### src/rtl/barrido_display.sv
// barrido_display
// Time-multiplexed scan controller for a common-anode multi-digit
// seven-segment display. A hex value is captured on a load strobe. The scan
// then drives one digit per slot, with a guard interval (all anodes off)
// before each slot, and can optionally suppress leading zeros.
//
// Ports
//   clk        system clock
//   rst        synchronous, active-high reset
//   enable     1 = scan running, 0 = display off
//   load       single-cycle strobe, captures value_in into the shadow register
//   value_in   hex value to display (digit 0 = least significant nibble)
//   lz_blank   1 = suppress leading zeros
//   an         anode enables, active-low, at most one bit low
//   digit_hex  nibble for the external hex-to-7-segment decoder
//   digit_on   1 = current slot is lit (decoder output forced dark when 0)
//
// FSM states
//   state    | meaning
//   ST_OFF   | display dark, slot index and counter held at 0
//   ST_GUARD | all anodes off for BLANK_CYCLES between slots
//   ST_DRIVE | current digit driven for REFRESH_DIV cycles
module barrido_display #(
  parameter int N_DIGITS     = 4,
  parameter int REFRESH_DIV  = 50000,
  parameter int BLANK_CYCLES = 500
) (
  input  logic                    clk,
  input  logic                    rst,
  input  logic                    enable,
  input  logic                    load,
  input  logic [4*N_DIGITS-1:0]   value_in,
  input  logic                    lz_blank,
  output logic [N_DIGITS-1:0]     an,
  output logic [3:0]              digit_hex,
  output logic                    digit_on
);

  localparam logic [1:0] ST_OFF   = 2'd0;
  localparam logic [1:0] ST_GUARD = 2'd1;
  localparam logic [1:0] ST_DRIVE = 2'd2;

  localparam int CMAX = (REFRESH_DIV > BLANK_CYCLES) ? REFRESH_DIV : BLANK_CYCLES;
  localparam int CW   = (CMAX > 1) ? $clog2(CMAX) : 1;
  localparam int IW   = (N_DIGITS > 1) ? $clog2(N_DIGITS) : 1;

  logic [1:0]              state;
  logic [CW-1:0]           cnt;
  logic [IW-1:0]           idx;
  logic [4*N_DIGITS-1:0]   valor;

  logic [N_DIGITS-1:0]     blank;
  logic [N_DIGITS-1:0]     an_sel;
  logic [3:0]              nib_sel;
  logic                    blank_sel;
  logic                    guard_last;
  logic                    drive_last;
  logic [IW-1:0]           idx_next;

  // Leading-zero mask: walk from the most significant nibble down and keep
  // a running "everything above (and including) me is zero" flag.
  always_comb begin
    logic upper_zero;
    upper_zero = 1'b1;
    blank      = '0;
    for (int i = N_DIGITS - 1; i >= 0; i--) begin
      upper_zero = upper_zero & (valor[4*i +: 4] == 4'h0);
      blank[i]   = lz_blank & upper_zero & (i != 0);
    end
  end

  // Per-slot selections done as explicit compares to avoid a variable part
  // select on the index.
  always_comb begin
    nib_sel   = 4'h0;
    blank_sel = 1'b0;
    an_sel    = '1;
    for (int i = 0; i < N_DIGITS; i++) begin
      if (idx == IW'(i)) begin
        nib_sel   = valor[4*i +: 4];
        blank_sel = blank[i];
        an_sel[i] = 1'b0;
      end
    end
  end

  assign guard_last = (cnt == CW'(BLANK_CYCLES - 1));
  assign drive_last = (cnt == CW'(REFRESH_DIV - 1));
  assign idx_next   = (idx == IW'(N_DIGITS - 1)) ? '0 : idx + IW'(1);

  always_ff @(posedge clk) begin
    if (rst) begin
      state     <= ST_OFF;
      cnt       <= '0;
      idx       <= '0;
      valor     <= '0;
      an        <= '1;
      digit_hex <= 4'h0;
      digit_on  <= 1'b0;
    end else begin
      // The shadow register is independent of the scan. A slot entry on the
      // same edge still sees the old value, because nib_sel reads valor
      // before this update lands.
      if (load)
        valor <= value_in;

      if (!enable) begin
        state    <= ST_OFF;
        cnt      <= '0;
        idx      <= '0;
        an       <= '1;
        digit_on <= 1'b0;
      end else begin
        case (state)
          ST_OFF: begin
            state <= ST_GUARD;
            cnt   <= '0;
            an    <= '1;
          end
          ST_GUARD: begin
            if (guard_last) begin
              state     <= ST_DRIVE;
              cnt       <= '0;
              digit_hex <= nib_sel;
              digit_on  <= ~blank_sel;
              an        <= blank_sel ? '1 : an_sel;
            end else begin
              cnt <= cnt + CW'(1);
            end
          end
          ST_DRIVE: begin
            if (drive_last) begin
              state <= ST_GUARD;
              cnt   <= '0;
              idx   <= idx_next;
              an    <= '1;
            end else begin
              cnt <= cnt + CW'(1);
            end
          end
          default: begin
            state <= ST_OFF;
            cnt   <= '0;
            idx   <= '0;
            an    <= '1;
          end
        endcase
      end
    end
  end

endmodule

### config.mk
export PLATFORM = sky130hd
export DESIGN_NAME = barrido_display
export DESIGN_NICKNAME = d
export VERILOG_FILES = /design/src/rtl/barrido_display.sv
export SDC_FILE = /design/constraint.sdc
export NUM_CORES = 1
export LEC_CHECK = 0
export BUFFER_PORTS_ARGS = -buffer_cell sky130_fd_sc_hd__buf_2
export CAP_MARGIN = 10
export CORE_MARGIN = 1.5
export CORE_UTILIZATION = 55
export DETAILED_ROUTE_END_ITERATION = 12
export MAX_ROUTING_LAYER = met4
export PLACE_DENSITY = 0.82
export SLEW_MARGIN = 10
export SYNTH_ARGS = -nofsm -noshare
export SYNTH_HDL_FRONTEND = slang
export SYNTH_SLANG_ARGS = --single-unit
### constraint.sdc
create_clock -name clk -period 2.45 [get_ports clk]
set_clock_uncertainty 0.1 [all_clocks]
set_input_delay 0.245 -clock clk [delete_from_list [all_inputs] [get_ports clk]]
set_output_delay 0.245 -clock clk [all_outputs]
set_load 0.1 [all_outputs]
## Word-level counts from Yosys, hierarchy flattened

Index checks and enable logic that the tools add are counted.

- Register bits after elaboration: 45
- Bits of input ports: 21
- Output and inout bits: 9
- Word-level logic and storage cells: 61

- Add/subtract/negate cells: 2
- Equal/unequal tests: 9
- Mux-type cells: 24
- Bitwise gates (word level): 8
- Reduce and logical (&&, ||, !) cells: 11

Operators by type and width:

| operator | number |
|---|---|
| $mux 16 | 2 |
| $pmux 16 s2 | 1 |
| $mux 4 | 7 |
| $add 16x1->16 const B | 1 |
| $eq 16x16->1 const B | 1 |
| $eq 16x9->1 const B | 1 |
| $logic_not 4->1 | 3 |
| $mux 2 | 4 |
| $pmux 4 s2 | 1 |
| $mux 1 | 7 |
| $eq 2x2->1 const B | 3 |
| $pmux 2 s3 | 1 |
| $reduce_and 2->1 | 3 |
| $and 1x1->1 | 5 |
| $eq 2x1->1 const B | 2 |
| $logic_not 2->1 | 2 |
| $ne 2x2->1 const B | 2 |
| $pmux 2 s2 | 1 |
| $reduce_or 2->1 | 2 |
| $not 1->1 | 3 |
| $reduce_and 3->1 | 1 |
| $add 2x1->2 const B | 1 |

## Longest topological paths before layout

Gate-level depths: netlist (run 1).

- Word-level depth: 10
- Mapped depth: 8
- Depth with buffers taken out: 7

## Worst setup path after synthesis (run 1)

No wires, ideal clock.

- Path type: register to register
- From: register cnt[10]
- To: register state[0]
- Setup time: 70 ps
- Data arrival time: 1,534 ps
- Required time: 2,280 ps
- Slack: 746 ps
- Stages on the path, launching flop included: 6
- Path buffers: 0
- Period minus slack after synthesis: 1,704 ps
- Path through: dfxtp_1 nor4_1 and2_2 a31oi_4 or4_1 a21oi_1

- Longest elaborated chain between the ends: 3
- Elaborated cells on any way between the ends: 5
- Those cells by class: 4 x eq/ne; 1 x reduce/logical

Ends and longest elaborated chain:

| element | line | text |
|---|---|---|
| start: declaration | 48 | `logic [CW-1:0] cnt;` |
| start signal: assignment | 128 | `cnt <= cnt + CW'(1);` |
| start signal: assignment | 138 | `cnt <= cnt + CW'(1);` |
| $eq 16x16->1 / $eq 16x9->1 (equally long branches) | 88, 87 |  |
| $ne 2x2->1 (no line) | n/a |  |
| $reduce_and 2->1 (no line) (*) | n/a |  |
| end signal: assignment | 93 | `state <= ST_OFF;` |
| end signal: assignment | 108 | `state <= ST_OFF;` |
| end signal: assignment | 116 | `state <= ST_GUARD;` |
| end: declaration | 47 | `logic [1:0] state;` |

Every way passes the cells marked *; elsewhere a longest branch is shown, timed or not.
A chain may end at the register's enable or synchronous reset.

## Worst setup path after layout (run 1)

- From: register cnt[2]
- To: register an[2]

- Longest elaborated chain between the ends: 3
- Elaborated cells on any way between the ends: 5
- Those cells by class: 4 x eq/ne; 1 x reduce/logical

Ends and longest elaborated chain:

| element | line | text |
|---|---|---|
| $eq 16x16->1 / $eq 16x9->1 (equally long branches) | 88, 87 |  |
| $ne 2x2->1 (no line) | n/a |  |
| $reduce_and 2->1 (no line) (*) | n/a |  |
| end signal: assignment | 126 | `an <= blank_sel ? '1 : an_sel;` |
| end: declaration | 34 | `output logic [N_DIGITS-1:0] an,` |

Marked as above.

==> results of run 1 <==
==> Yosys cell counts, drive strengths merged <==
master / count
and4b: 1
o211ai: 1
a221oi: 4
a21oi: 8
clkbuf: 8
a31oi: 1
and3: 4
o21ai: 4
mux2i: 18
and4: 4
nand2: 6
or4: 1
inv: 8
and2: 2
xor2: 10
a211oi: 5
nor4: 6
xnor2: 4
nand2b: 2
buf: 3
nand3: 10
a21boi: 1
dfxtp: 45
nor2: 33
nand4: 5
nor2b: 10
nor3: 11
ha: 9
a2bb2oi: 4
==> cell families after synthesis <==
group / after synthesis / synth area share [%]
xor+xnor: 14 / 5.85
fa+ha+maj: 9 / 5.37
buf+inv: 19 / 3.58
simple gates: 95 / 23.5
mux: 18 / 8.60
compound gates: 28 / 10.1
flops: 45 / 43.0
==> worst max-delay path by stage <==
stage	from	end	slack, ns	depth (start not counted)
floorplan	cnt[10]$_SDFF_PP0_	state[0]$_SDFFE_PP0P_	0.75	5
global placement	cnt[10]$_SDFF_PP0_	an[2]$_SDFFE_PP1P_	0.60	5
detailed placement	cnt[10]$_SDFF_PP0_	an[1]$_SDFFE_PP1P_	0.55	5
CTS	cnt[10]$_SDFF_PP0_	an[2]$_SDFFE_PP1P_	0.53	5
global route	cnt[2]$_SDFF_PP0_	an[0]$_SDFFE_PP1P_	0.31	5
finish	cnt[2]$_SDFF_PP0_	an[2]$_SDFFE_PP1P_	0.50	5
==> power groups by stage <==
stage          clock network, mW  registers [mW]  logic [mW]
5_1_grt                    0.711           0.764      0.0943
2_1_floorplan                  0           0.773      0.0577
6_report                   0.678           0.762      0.0849
4_1_cts                    0.684           0.761      0.0850
3_5_place_dp                   0           0.778      0.0835
3_3_place_gp                   0           0.778      0.0817
==> worst register-to-register path, cell delays in order (launching register included) <==
cell	delay (ns)
dfxtp_1	0.45
nand4_1	0.16
nor3_1	0.31
a31oi_4	0.18
nor4_1	0.50
a2bb2oi_1	0.13
==> state kept, by name (all words and copies together), names as in the netlist <==
register	count
cnt	16
valor	16
an	4
digit_hex	4
idx	2
state	2
digit_on	1
==> placed cells by master, fill, tap and decap left out, types with 8 or more instances in the layout <==
| master | Yosys | layout |
|---|---|---|
| ha_1 | 9 | 9 |
| nor2_1 | 33 | 33 |
| nor3_1 | 11 | 11 |
| buf_2 | 3 | 29 |
| inv_1 | 8 | 8 |
| xor2_1 | 10 | 10 |
| a21oi_1 | 8 | 8 |
| nor2b_1 | 10 | 10 |
| nand3_1 | 10 | 10 |
| mux2i_1 | 18 | 18 |
| dfxtp_1 | 45 | 45 |
==> metal layers <==
layer | global-route usage (%) | share of wire, %
met1 | 29.0 | 48
met2 | 34.8 | 45
met3 | 4.69 | 4.6
met4 | 7.98 | 1.9
met5 | - | 0
==> area by class of cell <==
class	instances	area [um2]	area share (%)
flip-flops and latches	45	901	37.5
clock buffers	5	68.8	2.87
multi-input cells	164	1120	46.6
inverters	8	30.0	1.25
clock inverters	3	68.8	2.87
repair buffers	30	153	6.36
well taps	48	60.1	2.50
==> summary.md, run 1 <==
| Metric | Value |
|---|---|
| Vias in the first global route | `1529` |
| R2R cell count | `5` |
| Core area | `3660 um2` |
| Status | `complete, no violations` |
| Slew HR | `63.6%` |
| GPL Wtd Cong | `0.790` |
| HP Start | `value_in[1]` |
| Syn_area_per_cell | `9.19 um2` |
| Dominant cells by area after synthesis | `dfxtp_1 43%, mux2i_1 8.6%, nor2_1 5.9%` |
| Crit path DAT | `2.03 ns` |
| Crit path launch type | `flop` |
| Clock share of power | `44.5%` |
| Layout fillers | `302` |
| Congestion Overflow GR | `0` |
| # resized after CTS | `0` |
| CP top delay family | `simple AND/OR/NAND/NOR gates` |
| Avg WL per Cell | `14.2 um` |
| Layout cells sized above 1 | `17.3%` |
| RSZ-0062 raised after global routing | `false` |
| Slew @ Worst Pin | `0.540 ns` |
| DP Cell Count | `295` |
| Clk Latency, worst-skew pair | `0.31 ns` |
| Nets | `284` |
| Synth top area share | `43.0%` |
| Seq/Total Area, Yosys | `43.0%` |
| Global-route wire length before repair | `7.04 mm` |
| I/O Pins | `30` |
| Synthesized Nets | `258` |
| Hold Path Sink | `valor[1]$_SDFFE_PP0P_` |
| Leak | `0.966 nW` |
| CTS root buf | `clkbuf_8` |
| Clk slew on worst S/H paths | `0.09 ns` |
| CTS sink cnt | `45` |
| Initial DRC Count | `77` |
| CP Max Fanout | `9` |
| Reg power frac | `50.0%` |
| Total CTS buffers | `5` |
| Req. time, crit path | `2.53 ns` |
| CTS tree | `built` |
| FP Rows | `22` |
| Setup repair bufs after CTS | `0` |
| Total Power | `1.52 mW` |
| H-tree levels | `2` |
| Post-DRT Antenna Nets | `0` |
| Worst r2r dst | `an[2]$_SDFFE_PP1P_` |
| Fmax | `512 MHz` |
| Clock Path Buffers | `2` |
| Pwr Density | `635 nW/um2` |
| Antenna violations before repair | `0` |
| Gate count after technology mapping | `228` |
| WHS Path Cells | `3` |
| Hold WC Path Type | `input port to flop` |
| Max-cap violation count | `0` |
| Final period util | `79.7%` |
| Die width | `64.7 um` |
| Place WS | `0.547 ns` |
| CP Capture Type | `flop` |
| R2r setup slk | `0.50 ns` |
| Layout Utilization | `65.6%` |
| YS warnings | `0` |
| Routed WL | `4.30 mm` |
| Final WS setup | `0.498 ns` |
| Critical path class | `flop to flop` |
| Switching power | `0.325 mW` |
| Setup violations, final | `0` |
| Total negative slack | `0 ns` |
| Initial Util | `57.2%` |
| Final Instance Area | `2400 um2` |
| WHS | `0.0657 ns` |
| Yosys reg bits | `45` |
| Combinational Power Share | `5.6%` |
| Worst R2R Start | `cnt[2]$_SDFF_PP0_` |
| Final Critical Period | `1.95 ns` |
| CTS Hold Buffers Added | `0` |
| Synth area leader | `dfxtp_1` |
| DRT Pass-1 Iters | `4` |
| Total GRT Usage | `22.4%` |
| Largest net degree at the start of global routing | `23` |
| Switching part of the total | `21.3%` |
| Final hold viol count | `0` |
| Routed vias | `1707` |
| DRC viols | `0` |
| Synth-to-layout area growth | `14.6%` |
| Worst Path Buf+Inv | `0` |
| Vias per inst | `5.63` |
| Synth unique cells | `32` |
| VDD IR max | `624 uV` |
| Diodes inserted | `0` |
| # port buffers | `29` |
| Post-DP Area | `2260 um2` |
| Fin. max-slew vios | `0` |
| Slowest CP cell | `nor4_1` |
| HPWL Detailed | `2.90 mm` |
| P_int | `1.20 mW` |
| Mapped cell area | `2100 um2` |
| CP cell instances | `nand4_1, nor3_1, a31oi_4, nor4_1, a2bb2oi_1` |
| Finished Layout Cells | `303` |
| Die H | `64.7 um` |
| Die area | `4190 um2` |
| CP peak stage delay | `0.50 ns` |
Power figures use the tool's default switching activity.
==> run 2: changes to the inputs <==
- clock period: 2.45 -> 1.9 ns (I/O delays scaled with it)
==> run 2 against run 1 <==
Effect of this change:
- register-to-register slack lost 0.40 ns
- utilization grew 1.2 points
- global-route usage grew 0.93 points
- sequential share of layout area shrank 0.52 points
- power grew 28%
- clock-buffer cell count is the same
- non-clock buffer count grew 3
==> summary.md, run 2 (synthesis gave the netlist of run 1 again) <==
| Metric | Value |
|---|---|
| CP Max Fanout | `9 (unchanged)` |
| Crit path DAT | `1.94 ns (-0.09 ns)` |
| Clock Path Buffers | `2 (unchanged)` |
| Layout fillers | `292 (-3.3%)` |
| DRT Pass-1 Iters | `4 (unchanged)` |
| Congestion Overflow GR | `0 (unchanged)` |
| Pwr Density | `796 nW/um2 (+25%)` |
| Nets | `287 (+1.1%)` |
| Die area | `4190 um2 (unchanged)` |
| CTS tree | `built` |
| Leak | `0.989 nW (+2.4%)` |
| RSZ-0062 raised after global routing | `false` |
| Synth-to-layout area growth | `16.7%` |
| CP peak stage delay | `0.53 ns (+0.03 ns)` |
| Final hold viol count | `0 (unchanged)` |
| Total Power | `1.95 mW (+28%)` |
| Antenna violations before repair | `0 (unchanged)` |
| Post-DP Area | `2280 um2 (+0.66%)` |
| Diodes inserted | `0 (unchanged)` |
| CTS sink cnt | `45 (unchanged)` |
| # port buffers | `29 (unchanged)` |
| Setup violations, final | `0 (unchanged)` |
| Routed WL | `4.37 mm (+1.6%)` |
| Clk slew on worst S/H paths | `0.08 ns (about the same)` |
| Vias in the first global route | `1618 (+5.8%)` |
| CTS Hold Buffers Added | `0 (unchanged)` |
| Status | `complete, no violations` |
| Req. time, crit path | `2.04 ns (-0.49 ns)` |
| Routed vias | `1730 (+1.3%)` |
| Final Instance Area | `2440 um2 (+1.8%)` |
| I/O Pins | `30 (unchanged)` |
| Largest net degree at the start of global routing | `17 (-26%)` |
| Top flop regs | `cnt: 16 flops, valor: 16 flops` |
| Crit path launch type | `flop` |
| Grt met1 use | `31.2% (+2.2 points)` |
| VDD IR max | `609 uV (-2.4%)` |
| Avg WL per Cell | `14.3 um (+0.63%)` |
| Slew @ Worst Pin | `0.478 ns (-0.0623 ns)` |
| Final period util | `94.6% (+15 points)` |
| Most common cell after layout, fill and taps aside | `dfxtp_1` |
| Layout cells sized above 1 | `20.9% (+3.7 points)` |
| Die H | `64.7 um (unchanged)` |
| Vias per inst | `5.65 (+0.35%)` |
| Hold WC Path Type | `input port to flop` |
| Fmax | `557 MHz (+8.6%)` |
| Clk Latency, worst-skew pair | `0.30 ns (about the same)` |
| Finished Layout Cells | `306 (+0.99%)` |
| Initial DRC Count | `110 (+43%)` |
| Total CTS buffers | `5 (unchanged)` |
| FP Rows | `22 (unchanged)` |
| CTS root buf | `clkbuf_8` |
| Core area | `3660 um2 (unchanged)` |
| Most frequent cells in the layout | `42 x dfxtp_1, 33 x nor2_1, 29 x buf_2` |
| H-tree levels | `2 (unchanged)` |
| Gr busiest metal | `met2` |
| Initial Util | `57.2% (unchanged)` |
| Final Critical Period | `1.80 ns (-0.155 ns)` |
| Slowest CP cell | `or4_1` |
| Fin. max-slew vios | `0 (unchanged)` |
| Die width | `64.7 um (unchanged)` |
| GPL Wtd Cong | `0.869 (+10%)` |
| Slew HR | `67.8% (+4.2 points)` |
| HPWL Detailed | `3.20 mm (+10%)` |
| DP Cell Count | `297 (+0.68%)` |
| GRT met2 Usage | `34.7% (-0.13 points)` |
| Critical path class | `flop to flop` |
| DRC viols | `0 (unchanged)` |
| Global-route wire length before repair | `7.32 mm (+4.0%)` |
| Final WS setup | `0.103 ns (-0.395 ns)` |
| Met3 Track Usage GR | `5.73% (+1.0 points)` |
| CP Capture Type | `flop` |
| Max-cap violation count | `0 (unchanged)` |
| Post-DRT Antenna Nets | `0 (unchanged)` |
| Total GRT Usage | `23.3% (+0.93 points)` |
| CP cell instances | `nor4_2, and2_4, a31oi_4, or4_1, a21oi_1` |
| Place WS | `0.0215 ns (-0.525 ns)` |
| Total negative slack | `0 ns (unchanged)` |
## run 2: cell count changes in the layout (fill, tap and decap cells not counted), sizes merged
cell / change
buf: +3
clkinv: +1
inv: -1
## run 2: timing repair
| item | 4_1_cts | 5_1_grt |
|---|---|---|
| gates resized for setup | 0 | 8 |
| setup buffers | 0 | 1 |
| setup endpoints to repair | 0 | 10 |
## run 2: path summary, 6_finish.rpt
| kind | start | slack [ns] | endpoint | cells past startpoint |
|---|---|---|---|---|
| max | cnt[10]$_SDFF_PP0_ | 0.10 | state[0]$_SDFFE_PP0P_ | 5 |
| min | value_in[2] | 0.02 | valor[2]$_SDFFE_PP0P_ | 3 |
| max reg2reg | cnt[10]$_SDFF_PP0_ | 0.10 | state[0]$_SDFFE_PP0P_ | 5 |
| min reg2reg | cnt[0]$_SDFF_PP0_ | 0.36 | cnt[0]$_SDFF_PP0_ | 1 |
## run 2: stage by stage
step	hold slack, ns	utilization [%]
floorplan	0.237	-
global route	0.0206	66.8
finish	0.0157	66.8
detailed placement	0.330	62.2
global placement	0.323	62.2
CTS	0.0148	65.9
## run 2: critical path: cells and delay by family (launching register included)
family             cells  cell delay, ns
and+or+nand+nor        3            1.00
AOI/OAI and AO/OA      2            0.28
DFF                    1            0.35
## run 2: cell type report
cell class / instances / area [um2] / share of cell area [%]
tap: 48 / 60.1 / 2.46
multi-input combinational: 164 / 1140 / 46.7
clock inverter: 3 / 65.1 / 2.66
inverter: 8 / 30.0 / 1.23
timing repair buffer: 33 / 175 / 7.16
sequential: 45 / 905 / 37.0
clock buffer: 5 / 68.8 / 2.81
## run 2: where the power goes
part	leakage, nW	internal, mW	switching, mW
Clock	0.0681	0.522	0.330
Combinational	0.553	0.0546	0.0573
Sequential	0.368	0.964	0.0183
Total	0.989	1.54	0.405
## run 2: routing by layer
layer  part of all wire (%)  vias to the layer above  routed length (um)
li1                       -                      864                   -
met1                     49                      813                2160
met2                     44                       46                1930
met3                    5.0                        7                 217
met4                    1.6                        0                  68
met5                      0                        -                   0
==> run 3: changes to the inputs <==
- ABC_AREA: default -> 1
- CORE_MARGIN: 1.5 -> default
- PLACE_DENSITY: 0.82 -> 0.81
- SKIP_LAST_GASP: default -> 1
==> run 3 against run 2 <==
Effect of this change:
- sequential cell count stayed put
- first-iteration DRC count rose by 13%
- routed wire length grew 8.4%
- final cell count rose by 31%
- critical path depth increased by 5
- combinational power grew 31%
- synthesized cell count up 39%
- sequential share of layout area shrank 2.6 points
- largest cell class unchanged
- clock-buffer cell count is 1 higher
- worst setup slack better by 0.051 ns
==> summary.md, run 3 <==
| Metric | Value |
|---|---|
| Max-cap violation count | `0 (unchanged)` |
| Most common cell after layout, fill and taps aside | `nand2_1` |
| CP Max Fanout | `4 (-5)` |
| Yosys reg bits | `45 (unchanged)` |
| CP cell instances | `ha_2, nand2_1, inv_1, nand2_1, nor2_2, nand3_2, a21oi_2, nand3_1, nand2_1, nand2_1` |
| Final period util | `91.9% (-2.7 points)` |
| Hold WC Path Type | `input port to flop` |
| Initial Util | `57.6% (+0.34 points)` |
| Synthesized Nets | `348 (+35%)` |
| Mapped cell area | `2300 um2 (+9.9%)` |
| Synth area leader | `dfxtp_1` |
| Post-DRT Antenna Nets | `0 (unchanged)` |
| Synth top cells by count | `54 x nand2_1, 47 x nor2_1, 45 x dfxtp_1, 41 x inv_1, 28 x o21ai_0` |
| Slew HR | `60.4% (-7.5 points)` |
| VDD IR max | `513 uV (-16%)` |
| Req. time, crit path | `2.00 ns (-0.04 ns)` |
| Crit path launch type | `flop` |
| Synth top area share | `39.1% (-3.9 points)` |
| Initial DRC Count | `124 (+13%)` |
| Seq/Total Area, Yosys | `39.1% (-3.9 points)` |
| Post-synth EDFFs | `0 (unchanged)` |
| Slowest CP cell | `dfxtp_1` |
| Setup repair bufs after CTS | `0 (unchanged)` |
| Critical path class | `flop to flop` |
| Total Power | `1.85 mW (-5.1%)` |
| Total CTS buffers | `5 (unchanged)` |
| Status | `complete, no violations` |
| Setup violations, final | `0 (unchanged)` |
| DRT Pass-1 Iters | `4 (unchanged)` |
| Clk Latency, worst-skew pair | `0.30 ns (about the same)` |
| Core area | `4000 um2 (+9.3%)` |
| Post-synthesis compound-gate area fraction | `11.2% (+1.1 points)` |
| Post-synthesis xor/xnor area fraction | `3.04% (-2.8 points)` |
| Fmax | `573 MHz (+2.9%)` |
| Top flop regs | `cnt: 16 flops, valor: 16 flops` |
| Layout cells sized above 1 | `20.2% (-0.76 points)` |
| Final hold viol count | `0 (unchanged)` |
| Finished Layout Cells | `402 (+31%)` |
| Total GRT Usage | `23.9% (+0.56 points)` |
| CP Capture Type | `flop` |
| Crit path DAT | `1.84 ns (-0.10 ns)` |
| Routed WL | `4.74 mm (+8.4%)` |
| Largest net degree at the start of global routing | `25 (+8)` |
| Most frequent CP cell | `nand2_1` |
| Die area | `4450 um2 (+6.2%)` |
| Slew @ Worst Pin | `0.594 ns (+0.116 ns)` |
| GPL Wtd Cong | `0.888 (+2.3%)` |
| Avg WL per Cell | `11.8 um (-18%)` |
| I/O Pins | `30 (unchanged)` |
| Count leader, synth | `nand2_1` |
| Clock Path Buffers | `2 (unchanged)` |
| CTS tree | `built` |
| Final Critical Period | `1.75 ns (-0.0508 ns)` |
| Total negative slack | `0 ns (unchanged)` |
| Antenna violations before repair | `0 (unchanged)` |
| YS warnings | `0 (unchanged)` |
| Vias per inst | `5.03 (-11%)` |
| Ys flop type | `dfxtp_1` |
| Congestion Overflow GR | `0 (unchanged)` |
| Diodes inserted | `0 (unchanged)` |
| DRC viols | `0 (unchanged)` |
| Routed vias | `2021 (+17%)` |
| Dominant cells by area after synthesis | `dfxtp_1 39%, nand2_1 8.8%, nor2_1 7.7%` |
| Most frequent cells in the layout | `54 x nand2_1, 47 x nor2_1, 45 x dfxtp_1` |
| # port buffers | `29 (unchanged)` |
| DP Cell Count | `394 (+33%)` |
| Worst Path Buf+Inv | `1 (+1)` |
| Largest family of logic cells by synthesized area | `simple AND/OR/NAND/NOR gates` |
| HPWL Detailed | `3.53 mm (+10%)` |
| Synth Area in Simple Gates | `33.1% (+9.6 points)` |
| Gate count after technology mapping | `318 (+39%)` |
| Nets | `381 (+33%)` |
| CP peak stage delay | `0.38 ns (-0.15 ns)` |
| Layout Utilization | `65.4% (-1.4 points)` |
| CP top delay family | `simple AND/OR/NAND/NOR gates` |
| Global-route wire length before repair | `7.83 mm (+7.0%)` |
| Post-synthesis adder-cell area fraction | `4.89% (-0.48 points)` |
| Fin. max-slew vios | `0 (unchanged)` |
| Die width | `66.7 um (+3.1%)` |
| Leak | `1.13 nW (+14%)` |
| Synth unique cells | `30 (-6.3%)` |
| CTS sink cnt | `45 (unchanged)` |
| FP Rows | `23 (+4.5%)` |
| H-tree levels | `2 (unchanged)` |
| CTS root buf | `clkbuf_8` |
| Vias in the first global route | `1924 (+19%)` |
| Mux share of post-synthesis cell area | `0% (-8.6 points)` |
| Synth-to-layout area growth | `13.5%` |
| Pwr Density | `706 nW/um2 (-11%)` |
| Syn_area_per_cell | `7.24 um2 (-21%)` |
| Clk slew on worst S/H paths | `0.09 ns (about the same)` |
| Die H | `66.7 um (+3.1%)` |
| Post-synth ARST share | `0% (unchanged)` |
==> run 3: worst paths after layout <==
check,from,end,slack [ns],cells past startpoint
setup reg to reg,cnt[0]$_SDFF_PP0_,an[1]$_SDFFE_PP1P_,0.15,10
hold / removal,value_in[3],valor[3]$_SDFFE_PP0P_,0.02,3
setup / recovery,cnt[0]$_SDFF_PP0_,an[1]$_SDFFE_PP1P_,0.15,10
hold reg to reg,cnt[0]$_SDFF_PP0_,cnt[0]$_SDFF_PP0_,0.37,1
==> run 3: cell type report <==
type / count / area [um2]
clock buffers: 6 / 72.6
clock inverters: 2 / 38.8
fillers: 348 / 1390
inverters: 43 / 161
multi-input cells: 224 / 1210
flip-flops and latches: 45 / 901
well taps: 50 / 62.6
repair buffers: 32 / 168
==> run 3: layer usage <==
metal  global-route usage (%)  up-vias  routed length [um]  part of all wire (%)
met2                     43.6       28                2370                    50
met5                        -        -                   0                     0
met4                     8.78        0                  57                   1.2
met1                     25.3      913                2150                    45
met3                     4.62        6                 155                   3.3
li1                         -     1074                   -                     -
==> run 3: worst register-to-register path: cells and delay by family (launching register included) <==
kind,cells,cell delay (ns)
buffers and inverters,1,0.05
flip-flops,1,0.38
AND/OR/NAND/NOR,7,0.62
adder cells (fa/ha/maj),1,0.25
AO/OA/AOI/OAI,1,0.24
==> run 3: what timing repair did <==
item                       4_1_cts  5_1_grt
hold buffers                     0        0
setup endpoints to repair        0        9
gates resized for setup          0        2
==> run 3: cell families after synthesis <==
logic type	count (synthesis)
XOR/XNOR	8
AND/OR/NAND/NOR	159
flip-flops	45
adder cells (fa/ha/maj)	9
buffers and inverters	49
AO/OA/AOI/OAI	48
==> run 3: where the power goes <==
group	total [mW]	switching, mW	internal (mW)
registers	0.984	0.0145	0.969
logic	0.147	0.0893	0.0576
clock network	0.716	0.321	0.395
==> run 3: through the flow <==
stage | hold slack [ns] | cell area (um2) | setup WS (ns)
2_1_floorplan | 0.225 | 2300 | 0.331
3_3_place_gp | 0.313 | 2500 | 0.207
3_5_place_dp | 0.323 | 2500 | 0.158
4_1_cts | 0.0130 | 2610 | 0.126
5_1_grt | 0.0128 | 2620 | -0.00593
6_report | 0.0183 | 2620 | 0.154
